$ cat config.mk
export PLATFORM = sky130hd
export DESIGN_NAME = fifo_wr_arbiter
export DESIGN_NICKNAME = d
export VERILOG_FILES = /design/src/rtl/fifo_wr_arbiter.sv
export SDC_FILE = /design/constraint.sdc
export NUM_CORES = 1
export LEC_CHECK = 0
export ABC_CLOCK_PERIOD_IN_PS = 3200
export CORE_ASPECT_RATIO = 0.6
export CORE_UTILIZATION = 31
export DETAILED_ROUTE_END_ITERATION = 6
export PLACE_DENSITY = 0.95
export REMOVE_ABC_BUFFERS = 1
export SETUP_SLACK_MARGIN = 0.05
export SYNTH_ARGS = -nofsm -noshare
export SYNTH_HDL_FRONTEND = slang
export SYNTH_SLANG_ARGS = --single-unit
$ cat constraint.sdc
create_clock -name clk_i -period 3.2 [get_ports clk_i]
set_input_delay 0.64 -clock clk_i [delete_from_list [all_inputs] [get_ports clk_i]]
set_output_delay 0.64 -clock clk_i [all_outputs]
set_load 0.05 [all_outputs]
$ cat src/rtl/fifo_wr_arbiter.sv
// Round-robin write-port arbiter in front of a sync_fifo.
// Grants one producer at a time for bursts of up to MAX_BURST words.
module fifo_wr_arbiter #(
  parameter int NUM_REQ    = 4,
  parameter int DATA_WIDTH = 32,
  parameter int MAX_BURST  = 4
) (
  input  logic                          clk_i,
  input  logic                          rst_i,
  input  logic [NUM_REQ-1:0]            req_i,
  input  logic [NUM_REQ*DATA_WIDTH-1:0] data_i,
  output logic [NUM_REQ-1:0]            ack_o,
  output logic [NUM_REQ-1:0]            grant_o,
  output logic                          busy_o,
  input  logic                          fifo_full_i,
  output logic                          fifo_wr_en_o,
  output logic [DATA_WIDTH-1:0]         fifo_wr_data_o
);

  localparam int PW = (NUM_REQ > 1) ? $clog2(NUM_REQ) : 1;
  localparam int BW = $clog2(MAX_BURST + 1);

  typedef enum logic {
    IDLE,
    BURST
  } state_t;

  state_t             state_q, state_n;
  logic [NUM_REQ-1:0] grant_q, grant_n;
  logic [PW-1:0]      own_q, own_n;
  logic [PW-1:0]      last_q, last_n;
  logic [BW-1:0]      cnt_q, cnt_n;
  logic [PW-1:0]      win;
  logic               wr;
  logic               cap_hit;

  assign wr      = (state_q == BURST) & req_i[own_q] & ~fifo_full_i;
  assign cap_hit = (cnt_q == BW'(MAX_BURST - 1));
  assign grant_o = grant_q;
  assign busy_o  = (state_q == BURST);

  // Winner: first pending request after the last owner, wrapping.
  always_comb begin
    logic found;
    found = 1'b0;
    win   = last_q;
    for (int k = 1; k <= NUM_REQ; k++) begin
      if (!found && req_i[PW'((int'(last_q) + k) % NUM_REQ)]) begin
        found = 1'b1;
        win   = PW'((int'(last_q) + k) % NUM_REQ);
      end
    end
  end

  // State register: owner, rotation pointer and burst count.
  always_ff @(posedge clk_i or posedge rst_i) begin
    if (rst_i) begin
      state_q <= IDLE;
      grant_q <= '0;
      own_q   <= '0;
      last_q  <= PW'(NUM_REQ - 1);
      cnt_q   <= '0;
    end else begin
      state_q <= state_n;
      grant_q <= grant_n;
      own_q   <= own_n;
      last_q  <= last_n;
      cnt_q   <= cnt_n;
    end
  end

  // Next state: grant on any request, release on cap or withdraw.
  always_comb begin
    state_n = state_q;
    grant_n = grant_q;
    own_n   = own_q;
    last_n  = last_q;
    cnt_n   = cnt_q;
    unique case (state_q)
      IDLE: begin
        if (|req_i) begin
          state_n = BURST;
          grant_n = NUM_REQ'(1) << win;
          own_n   = win;
          last_n  = win;
          cnt_n   = '0;
        end
      end
      BURST: begin
        if ((wr && cap_hit) || !req_i[own_q]) begin
          state_n = IDLE;
          grant_n = '0;
          cnt_n   = '0;
        end else if (wr) begin
          cnt_n = cnt_q + 1'b1;
        end
      end
      default: state_n = IDLE;
    endcase
  end

  // Outputs: pass the owner's word through while the FIFO has room.
  always_comb begin
    ack_o          = '0;
    fifo_wr_en_o   = 1'b0;
    fifo_wr_data_o = '0;
    if (state_q == BURST) begin
      fifo_wr_data_o = data_i[int'(own_q)*DATA_WIDTH +: DATA_WIDTH];
      fifo_wr_en_o   = wr;
      ack_o          = wr ? grant_q : '0;
    end
  end

endmodule

---- After elaboration in Yosys (flattened, before gate mapping) ----
Index checks and enable logic that the tools add are counted.
operators by class
  add/subtract/negate cells ............... 5
  order comparisons ....................... 5
  equality and inequality tests ........... 4
  shift operators ......................... 2
  multiplexer cells ....................... 35
  bitwise operators ....................... 4
  reductions and logical operators ........ 13
operators with widths
  operator                                                                 number
  128-bit by 8-bit indexed part select with 32-bit output                  1
  32-bit 2-to-1 mux                                                        1
  2-bit by 4-bit < comparator with 1-bit output, second input constant     4
  4-bit 2-to-1 mux                                                         4
  1-bit 2-to-1 mux                                                         15
  1-bit binary-select mux with 2-bit select                                5
  3-bit 2-to-1 mux                                                         3
  2-bit 2-to-1 mux                                                         4
  4-bit case mux with 2 select lines                                       1
  3-bit case mux with 2 select lines                                       1
  2-bit AND reduction                                                      3
  2-bit by 1-bit adder with 2-bit output, second input constant            2
  2-bit adder, second input constant                                       2
  1-bit logical AND                                                        4
  1-bit zero test                                                          4
  4-bit OR reduction                                                       1
  1-bit by 2-bit << shifter with 4-bit output, first input constant        1
  3-bit by 1-bit adder with 3-bit output, second input constant            1
  3-bit by 2-bit equality test with 1-bit output, second input constant    1
  2-bit by 3-bit < comparator with 1-bit output, second input constant     1
  3-bit by 1-bit inequality test with 1-bit output, second input constant  1
  1-bit AND                                                                2
  2-bit by 1-bit inequality test with 1-bit output, second input constant  1
  2-bit inequality test, second input constant                             1
  3 further kinds                                                          4
storage, ports and cells
  flip-flop bits (word level) ............. 12
  bits of input ports ..................... 135
  output and inout bits ................... 42
  logic and storage cells ................. 73

---- Logic depth before layout (Yosys ltp) ----
Gate-level depths: netlist of the first run.
  word-level depth ........................ 17
  gate-level depth with buffers ........... 5
  depth with buffers taken out ............ 5

---- Worst setup path before layout of the first run ----
OpenSTA, ideal clock, no wires.
  path type ............................... input-to-output
  start ................................... in req_i[3]
  end ..................................... out ack_o[0]
  arrival time ............................ 2244 ps
  data required time ...................... 2560 ps
  setup slack ............................. 316 ps
  stages on the path ...................... 4
  path buffers ............................ 0
  cell sequence ........................... mux2i_1 mux2_2 nor3b_2 and2_1
on the way
  word-level cells in the longest chain between the ends .. 6
ends and longest elaborated chain
  element                                    line  text
  start: declaration                         10    input logic [NUM_REQ-1:0] req_i,
  1-bit binary-select mux with 2-bit select  37    assign wr = (state_q == BURST) & req_i[own_q] & ~fifo_full_i;
  1-bit 2-to-1 mux (not written as such)     37
  1-bit AND (2 in a row)                     37
  4-bit 2-to-1 mux                           110   ack_o = wr ? grant_q : '0;
  4-bit 2-to-1 mux                           107   if (state_q == BURST) begin
  end: declaration                           12    output logic [NUM_REQ-1:0] ack_o,
No other way between the ends. The select of a mux whose other input is x is not followed.

---- Worst setup path after layout of the first run ----
  start ................................... in req_i[1]
  end ..................................... out ack_o[3]
The elaborated chain is that of the path after synthesis.

==> impl_metrics.py, run 1 <==
metrics = {
    "critical_path": {
        "timing.critical_path.slowest_stage_cell": "sky130_fd_sc_hd__clkdlybuf4s50_1",
        "crit_chain": "clkdlybuf4s50_1, mux2i_1, mux2_2, nor3b_2, and2_1, buf_12",
        "critPathMaxFanout": 5,
        "timing.critical_path.from_type": "input pin",
        "cp.arrival_ns": 2.35,
        "critical_path_class": "input pin to output port",
        "endpoint_kind": "output port",
        "cpPeakStageDelay_ns": 0.56,
        "cp_data_required_time_ns": 2.56,
    },
    "sta": {
        "worst_slew_pin_slew_ns": 0.618,
        "fin_hold_ws_ns": 0.532,
        "max-slew-margin-rel_pct": 58.4,
        "layout_worst_path_cycle_share_pct": 93.4,
        "setup_viol": 0,
        "final_hold_viol_count": 0,
        "achievable-frequency_ghz": 0.335,
        "final.min_clock_period_ns": 2.99,
        "maxSlewViolCount": 0,
        "rsz_0062_raised_after_global_routing": "false",
        "setup_total_negative_slack_ns": 0,
        "finClkSkew_ns": 0.00758,
    },
    "logic_synthesis": {
        "synth.yosys.warnings": 0,
        "synth.most_common_cell": "sky130_fd_sc_hd__and2_1",
        "ys_ff_latch": 12,
        "synth.cells.most_frequent": "sky130_fd_sc_hd__and2_1, sky130_fd_sc_hd__mux4_2, sky130_fd_sc_hd__dfrtp_1",
        "synth_edf_count": 0,
        "synth_ff_type": "sky130_fd_sc_hd__dfrtp_1",
        "mapped_cell_area_um2": 1670,
        "synth.lib_cells_used.distinct": 33,
        "ys_async_sr_fraction_pct": 100,
        "synth_largest_area_cell": "sky130_fd_sc_hd__mux4_2",
        "synthTopCellsByArea": "sky130_fd_sc_hd__mux4_2, sky130_fd_sc_hd__dfrtp_1, sky130_fd_sc_hd__and2_1",
        "synth-seq-area-share_pct": 18.1,
        "fraction_of_synthesized_cell_area_taken_by_the_top_area_cell_type_pct": 43.1,
        "synthCells": 140,
        "avgSynthCellArea_um2": 11.9,
    },
    "power_and_ir_drop": {
        "totalPowerFinal_w": 0.00392,
        "leak_nw": 1.51,
        "pwr_density_cell_nw_per_um2": 999,
        "worst_vdd_ir_mv": 0.678,
    },
    "min_path": {
        "worst_hold_path_type": "register to register",
    },
    "route": {
        "via_count": 1984,
        "drt_pre_antenna_iters": 4,
        "drt_iter0_drc": 70,
        "detail_route.vias_per_cell": 5.25,
        "route.antenna.remaining_nets": 0,
        "routed_wire_length_per_instance_um": 20.1,
        "wirelength_um": 7600,
        "drt_drc_violations_left": 0,
    },
    "clock_network": {
        "cts_num_sinks": 12,
        "cts_max_level": 1,
        "insertion_delay_ns": 0.24,
        "ctsLongestPathBuffers": 2,
        "number_of_setup_buffers_added_after_cts": 0,
        "cts_resized": 0,
        "cts_buffers": 3,
        "clock-root-buffer": "sky130_fd_sc_hd__clkbuf_8",
        "cts.reportedPaths.clkPinSlew_ns": 0.05,
        "cts_hold_buf": 0,
        "tritoncts": "built",
    },
    "run": {
        "timing.max_cap.violations": 0,
    },
    "grt": {
        "grt.total_usage_pct": 27.5,
        "grt_pass1_vias": 2137,
        "grt_pass1_wl_um": 11900,
        "overflow": 0,
        "grt_start_max_net_pins": 29,
        "antenna_found_initial": 0,
    },
    "die": {
        "die_h_um": 58.9,
        "initial_core_util_pct": 32.6,
        "overall_die_area_um2": 5700,
        "fp.dieW_um": 96.8,
        "pin_count": 177,
        "placementRows": 20,
        "core_um2": 5130,
    },
    "placed_design": {
        "hpwlAfterDp_um": 6500,
        "port-buffer-count": 176,
        "place.gp.congestion": 0.812,
        "place_inst": 374,
    },
    "final_layout": {
        "share_of_final_layout_standard_cells_stronger_than_drive_strength_1_pct": 28.2,
        "filler_cell_count": 322,
        "layoutNonFillerInstCount": 378,
        "layout.area.seq_um2": 304,
        "finish.net_count": 450,
        "area_added_between_synthesis_and_finish_pct": 134,
        "number_of_diodes": 0,
        "multi_input_area_um2": 1300,
    },
    "run_status": {
        "run_status": "finished clean",
    },
}
-- stage by stage --
step	setup WS [ns]	instance area (µm²)	util, %
2_1_floorplan	-0.733	1620	-
5_1_grt	0.0862	3920	76.4
6_report	0.212	3920	76.4
3_3_place_gp	0.283	3880	75.6
3_5_place_dp	0.199	3880	75.6
4_1_cts	0.215	3920	76.4
-- report_power, final --
group / internal (W) / switching, W / total [W]
clock: 0.0000875 / 0.0000525 / 0.000140
combinational: 0.00173 / 0.00172 / 0.00345
sequential: 0.000226 / 0.000104 / 0.000331
-- cells by family after synthesis --
kind of cell	synth area share (%)
multiplexers	49.0
adder cells (fa/ha/maj)	1.50
AND/OR/NAND/NOR	20.0
buffers and inverters	3.96
flip-flops	18.1
AO/OA/AOI/OAI	7.40
-- critical path, delay by kind of cell --
| kind | cells | cell delay (ns) |
|---|---|---|
| buf+inv | 2 | 0.71 |
| simple gates | 2 | 0.58 |
| mux | 2 | 0.41 |
-- placed cells by master (no fill, tap or decap), types with 2 or more instances in the layout --
cell type | netlist | layout
sky130_fd_sc_hd__mux2i_1 | 2 | 2
sky130_fd_sc_hd__mux2_4 | 3 | 3
sky130_fd_sc_hd__dfrtp_1 | 10 | 9
sky130_fd_sc_hd__a32o_1 | 2 | 2
sky130_fd_sc_hd__dfstp_2 | 2 | 2
sky130_fd_sc_hd__nand2b_1 | 4 | 4
sky130_fd_sc_hd__buf_12 | 0 | 38
sky130_fd_sc_hd__nor3_1 | 2 | 2
sky130_fd_sc_hd__mux2_2 | 3 | 3
sky130_fd_sc_hd__clkdlybuf4s50_1 | 0 | 139
sky130_fd_sc_hd__o2bb2ai_1 | 2 | 2
sky130_fd_sc_hd__mux4_2 | 32 | 32
sky130_fd_sc_hd__inv_1 | 3 | 3
sky130_fd_sc_hd__and2_1 | 36 | 36
sky130_fd_sc_hd__clkbuf_8 | 0 | 3
sky130_fd_sc_hd__nor2b_1 | 3 | 3
sky130_fd_sc_hd__nand2_1 | 2 | 2
sky130_fd_sc_hd__buf_4 | 1 | 3
sky130_fd_sc_hd__o21ai_0 | 4 | 4
sky130_fd_sc_hd__o21a_1 | 3 | 3
sky130_fd_sc_hd__nor2_1 | 3 | 3
sky130_fd_sc_hd__ha_1 | 2 | 2
-- registers in the layout, indices dropped and copies added (netlist names) --
name	cells
grant_o	4
last_q	2
own_q	2
busy_o	1
cnt_q	3
-- layout make-up --
cell class              instances  share of cell area [%]
repair buffers                180                    55.5
multi-input cells             113                    33.2
flip-flops and latches         12                    7.75
well taps                      66                    2.11
clock buffers                   4                    1.15
inverters                       3                   0.287
-- metal layers --
metal  vias to the layer above  wire [µm]  global-route usage (%)
met5                         -          0                       0
met4                         0        140                    6.40
met3                        14        464                    4.28
met2                        99       3980                    53.2
met1                       980       3010                    32.8
li1                        891          -                       -
-- path summary, 6_finish.rpt --
check                                startpoint                     to  slack, ns  depth (start not counted)
setup / recovery                       req_i[1]               ack_o[3]       0.21                          6
hold / removal             cnt_q[2]$_DFFE_PP0P_   cnt_q[2]$_DFFE_PP0P_       0.53                          1
setup reg to reg           own_q[1]$_DFFE_PP0P_   cnt_q[1]$_DFFE_PP0P_       1.47                          5
hold reg to reg            cnt_q[2]$_DFFE_PP0P_   cnt_q[2]$_DFFE_PP0P_       0.53                          1
max in group asynchronous                 rst_i  last_q[0]$_DFFE_PP1P_       2.17                          2
min in group asynchronous                 rst_i   cnt_q[0]$_DFFE_PP0P_       0.69                          2
(Power assumes the default switching activity.)
==> run 2: changes to the inputs <==
ABC_CLOCK_PERIOD_IN_PS = 3000   (was 3200)
CORE_UTILIZATION = 29   (was 31)
PLACE_DENSITY = 0.91   (was 0.95)
clock period = 3 ns   (was 3.2 ns; I/O delays follow)
==> run 2 against run 1 <==
Clock skew shrank 0.0049 ns. Combinational power grew 7.5%. Cell count grew 3.4%. Sequential power grew 7.9%. Global-route usage shrank 0.25 points. Clock power grew 29%. Sequential cell count is the same. Cell area grew 1.1%. First-iteration DRC count grew 69%. Non-clock buffer count grew 2. Critical path depth is the same. Register-to-register slack lost 0.22 ns. Critical endpoint is now ack_o[2].
==> impl_metrics.py, run 2 (same netlist as run 1, synthesis figures left out) <==
metrics = {
    "clock_network": {
        "ctsLongestPathBuffers": 2,
        "tritoncts": "built",
        "cts_num_sinks": 12,
        "cts_buffers": 3,
        "clock-root-buffer": "sky130_fd_sc_hd__clkbuf_8",
        "cts_max_level": 1,
        "cts.reportedPaths.clkPinSlew_ns": 0.06,
        "insertion_delay_ns": 0.24,
    },
    "sta": {
        "final.min_clock_period_ns": 2.82,
        "finClkSkew_ns": 0.00264,
        "maxSlewViolCount": 0,
        "achievable-frequency_ghz": 0.355,
        "setup_viol": 0,
        "layout_worst_path_cycle_share_pct": 93.9,
        "worst_slew_pin_slew_ns": 0.655,
        "rsz_0062_raised_after_global_routing": "false",
        "max-slew-margin-rel_pct": 55.9,
        "final_hold_viol_count": 0,
        "finalWorstSetupSlack_ns": 0.183,
        "setup_total_negative_slack_ns": 0,
    },
    "placed_design": {
        "place.gp.congestion": 0.844,
        "dpl_cell_area_um2": 3910,
        "port-buffer-count": 176,
        "hpwlAfterDp_um": 6810,
        "post_place_setup_slack_ns": 0.158,
    },
    "grt": {
        "overflow": 0,
        "antenna_found_initial": 0,
        "grt_pass1_vias": 2143,
        "grt_pass1_wl_um": 12000,
        "grt_start_max_net_pins": 26,
        "grt.total_usage_pct": 27.2,
    },
    "critical_path": {
        "cp.arrival_ns": 2.22,
        "worst_r2r_startpoint": "own_q[1]$_DFFE_PP0P_",
        "cp_data_required_time_ns": 2.40,
        "regToRegSetupSlack_ns": 1.25,
        "endpoint_kind": "output port",
        "timing.critical_path.from_type": "input pin",
        "critPathMaxFanout": 5,
        "cell_count_of_the_worst_reg_to_reg_path": 5,
        "critical_path_class": "input pin to output port",
        "crit-reg2reg-capture": "cnt_q[2]$_DFFE_PP0P_",
    },
    "final_layout": {
        "area_added_between_synthesis_and_finish_pct": 137,
        "finish.instance_area_um2": 3970,
        "number_of_diodes": 0,
        "finish.net_count": 452,
        "final_common_cell": "sky130_fd_sc_hd__clkdlybuf4s50_1",
        "share_of_final_layout_standard_cells_stronger_than_drive_strength_1_pct": 29.0,
        "most-common-layout-cells": "sky130_fd_sc_hd__clkdlybuf4s50_1, sky130_fd_sc_hd__buf_12, sky130_fd_sc_hd__and2_1",
        "largest_reg_flops": 4,
    },
    "run": {
        "timing.max_cap.violations": 0,
    },
    "min_path": {
        "worst_hold_path_type": "register to register",
        "min_delay_startpoint": "cnt_q[1]$_DFFE_PP0P_",
        "hold-path-endpoint": "cnt_q[1]$_DFFE_PP0P_",
        "min_path_cells": 1,
    },
    "power_and_ir_drop": {
        "worst_vdd_ir_mv": 0.568,
        "pwr_density_cell_nw_per_um2": 1070,
        "leak_nw": 1.53,
        "totalPowerFinal_w": 0.00425,
    },
    "route": {
        "drt_drc_violations_left": 0,
        "drt_iter0_drc": 118,
        "detail_route.vias_per_cell": 5.07,
        "route.antenna.remaining_nets": 0,
        "routed_wire_length_per_instance_um": 20.4,
        "drt_pre_antenna_iters": 4,
        "via_count": 1982,
        "wirelength_um": 7960,
    },
    "die": {
        "initial_core_util_pct": 31.5,
        "pin_count": 177,
        "overall_die_area_um2": 6090,
        "die_h_um": 60.8,
        "placementRows": 20,
        "fp.dieW_um": 100,
        "core_um2": 5310,
    },
    "run_status": {
        "run_status": "finished clean",
    },
}
[run 2: power by group]
group,switching [W],internal [W],total (W)
clock,0.0000646,0.000116,0.000181
sequential,0.000116,0.000241,0.000357
combinational,0.00184,0.00187,0.00371
total,0.00202,0.00222,0.00425
[run 2: critical path, cell delays in order]
cell and delay (ns):
sky130_fd_sc_hd__clkdlybuf4s50_1 0.55, sky130_fd_sc_hd__mux2i_1 0.12, sky130_fd_sc_hd__mux2_2 0.31, sky130_fd_sc_hd__nor3b_4 0.26, sky130_fd_sc_hd__and2_1 0.22, sky130_fd_sc_hd__buf_12 0.15
[run 2: worst max-delay path by stage]
stage,startpoint,to,slack [ns],cells after the start
after CTS,req_i[0],ack_o[2],0.13,6
final,req_i[0],ack_o[2],0.18,6
after global routing,req_i[0],ack_o[2],0.09,6
after global placement,req_i[1],ack_o[2],0.23,6
after detailed placement,req_i[0],ack_o[2],0.16,6
after floorplan,own_q[0]$_DFFE_PP0P_,ack_o[0],-0.89,4
[run 2: routing by layer]
| metal | share of wire, % | GRT usage, % |
|---|---|---|
| met1 | 40 | 32.4 |
| met2 | 48 | 48.0 |
| met3 | 9.6 | 8.76 |
| met4 | 3.2 | 9.52 |
| met5 | 0 | 0 |
[run 2: area by class of cell]
class	count	area [µm²]
clock buffer	4	55.1
fill	343	1340
inverter	3	11.3
multi-input combinational	113	1310
sequential	12	304
tap	77	96.3
timing repair buffer	182	2190
[run 2: per-stage QoR]
step / std cells / utilization, % / hold WS [ns]
2_1_floorplan: 128 / - / 0.463
3_3_place_gp: 387 / 73.6 / 0.499
3_5_place_dp: 387 / 73.6 / 0.496
4_1_cts: 391 / 74.6 / 0.525
5_1_grt: 391 / 74.8 / 0.536
6_report: 391 / 74.8 / 0.520
[run 2: repair_timing]
item | in CTS | in global routing
setup buffers | 0 | 0
hold buffers | 0 | 0
gates resized for setup | 0 | 1
endpoints found under the setup margin | 0 | 1
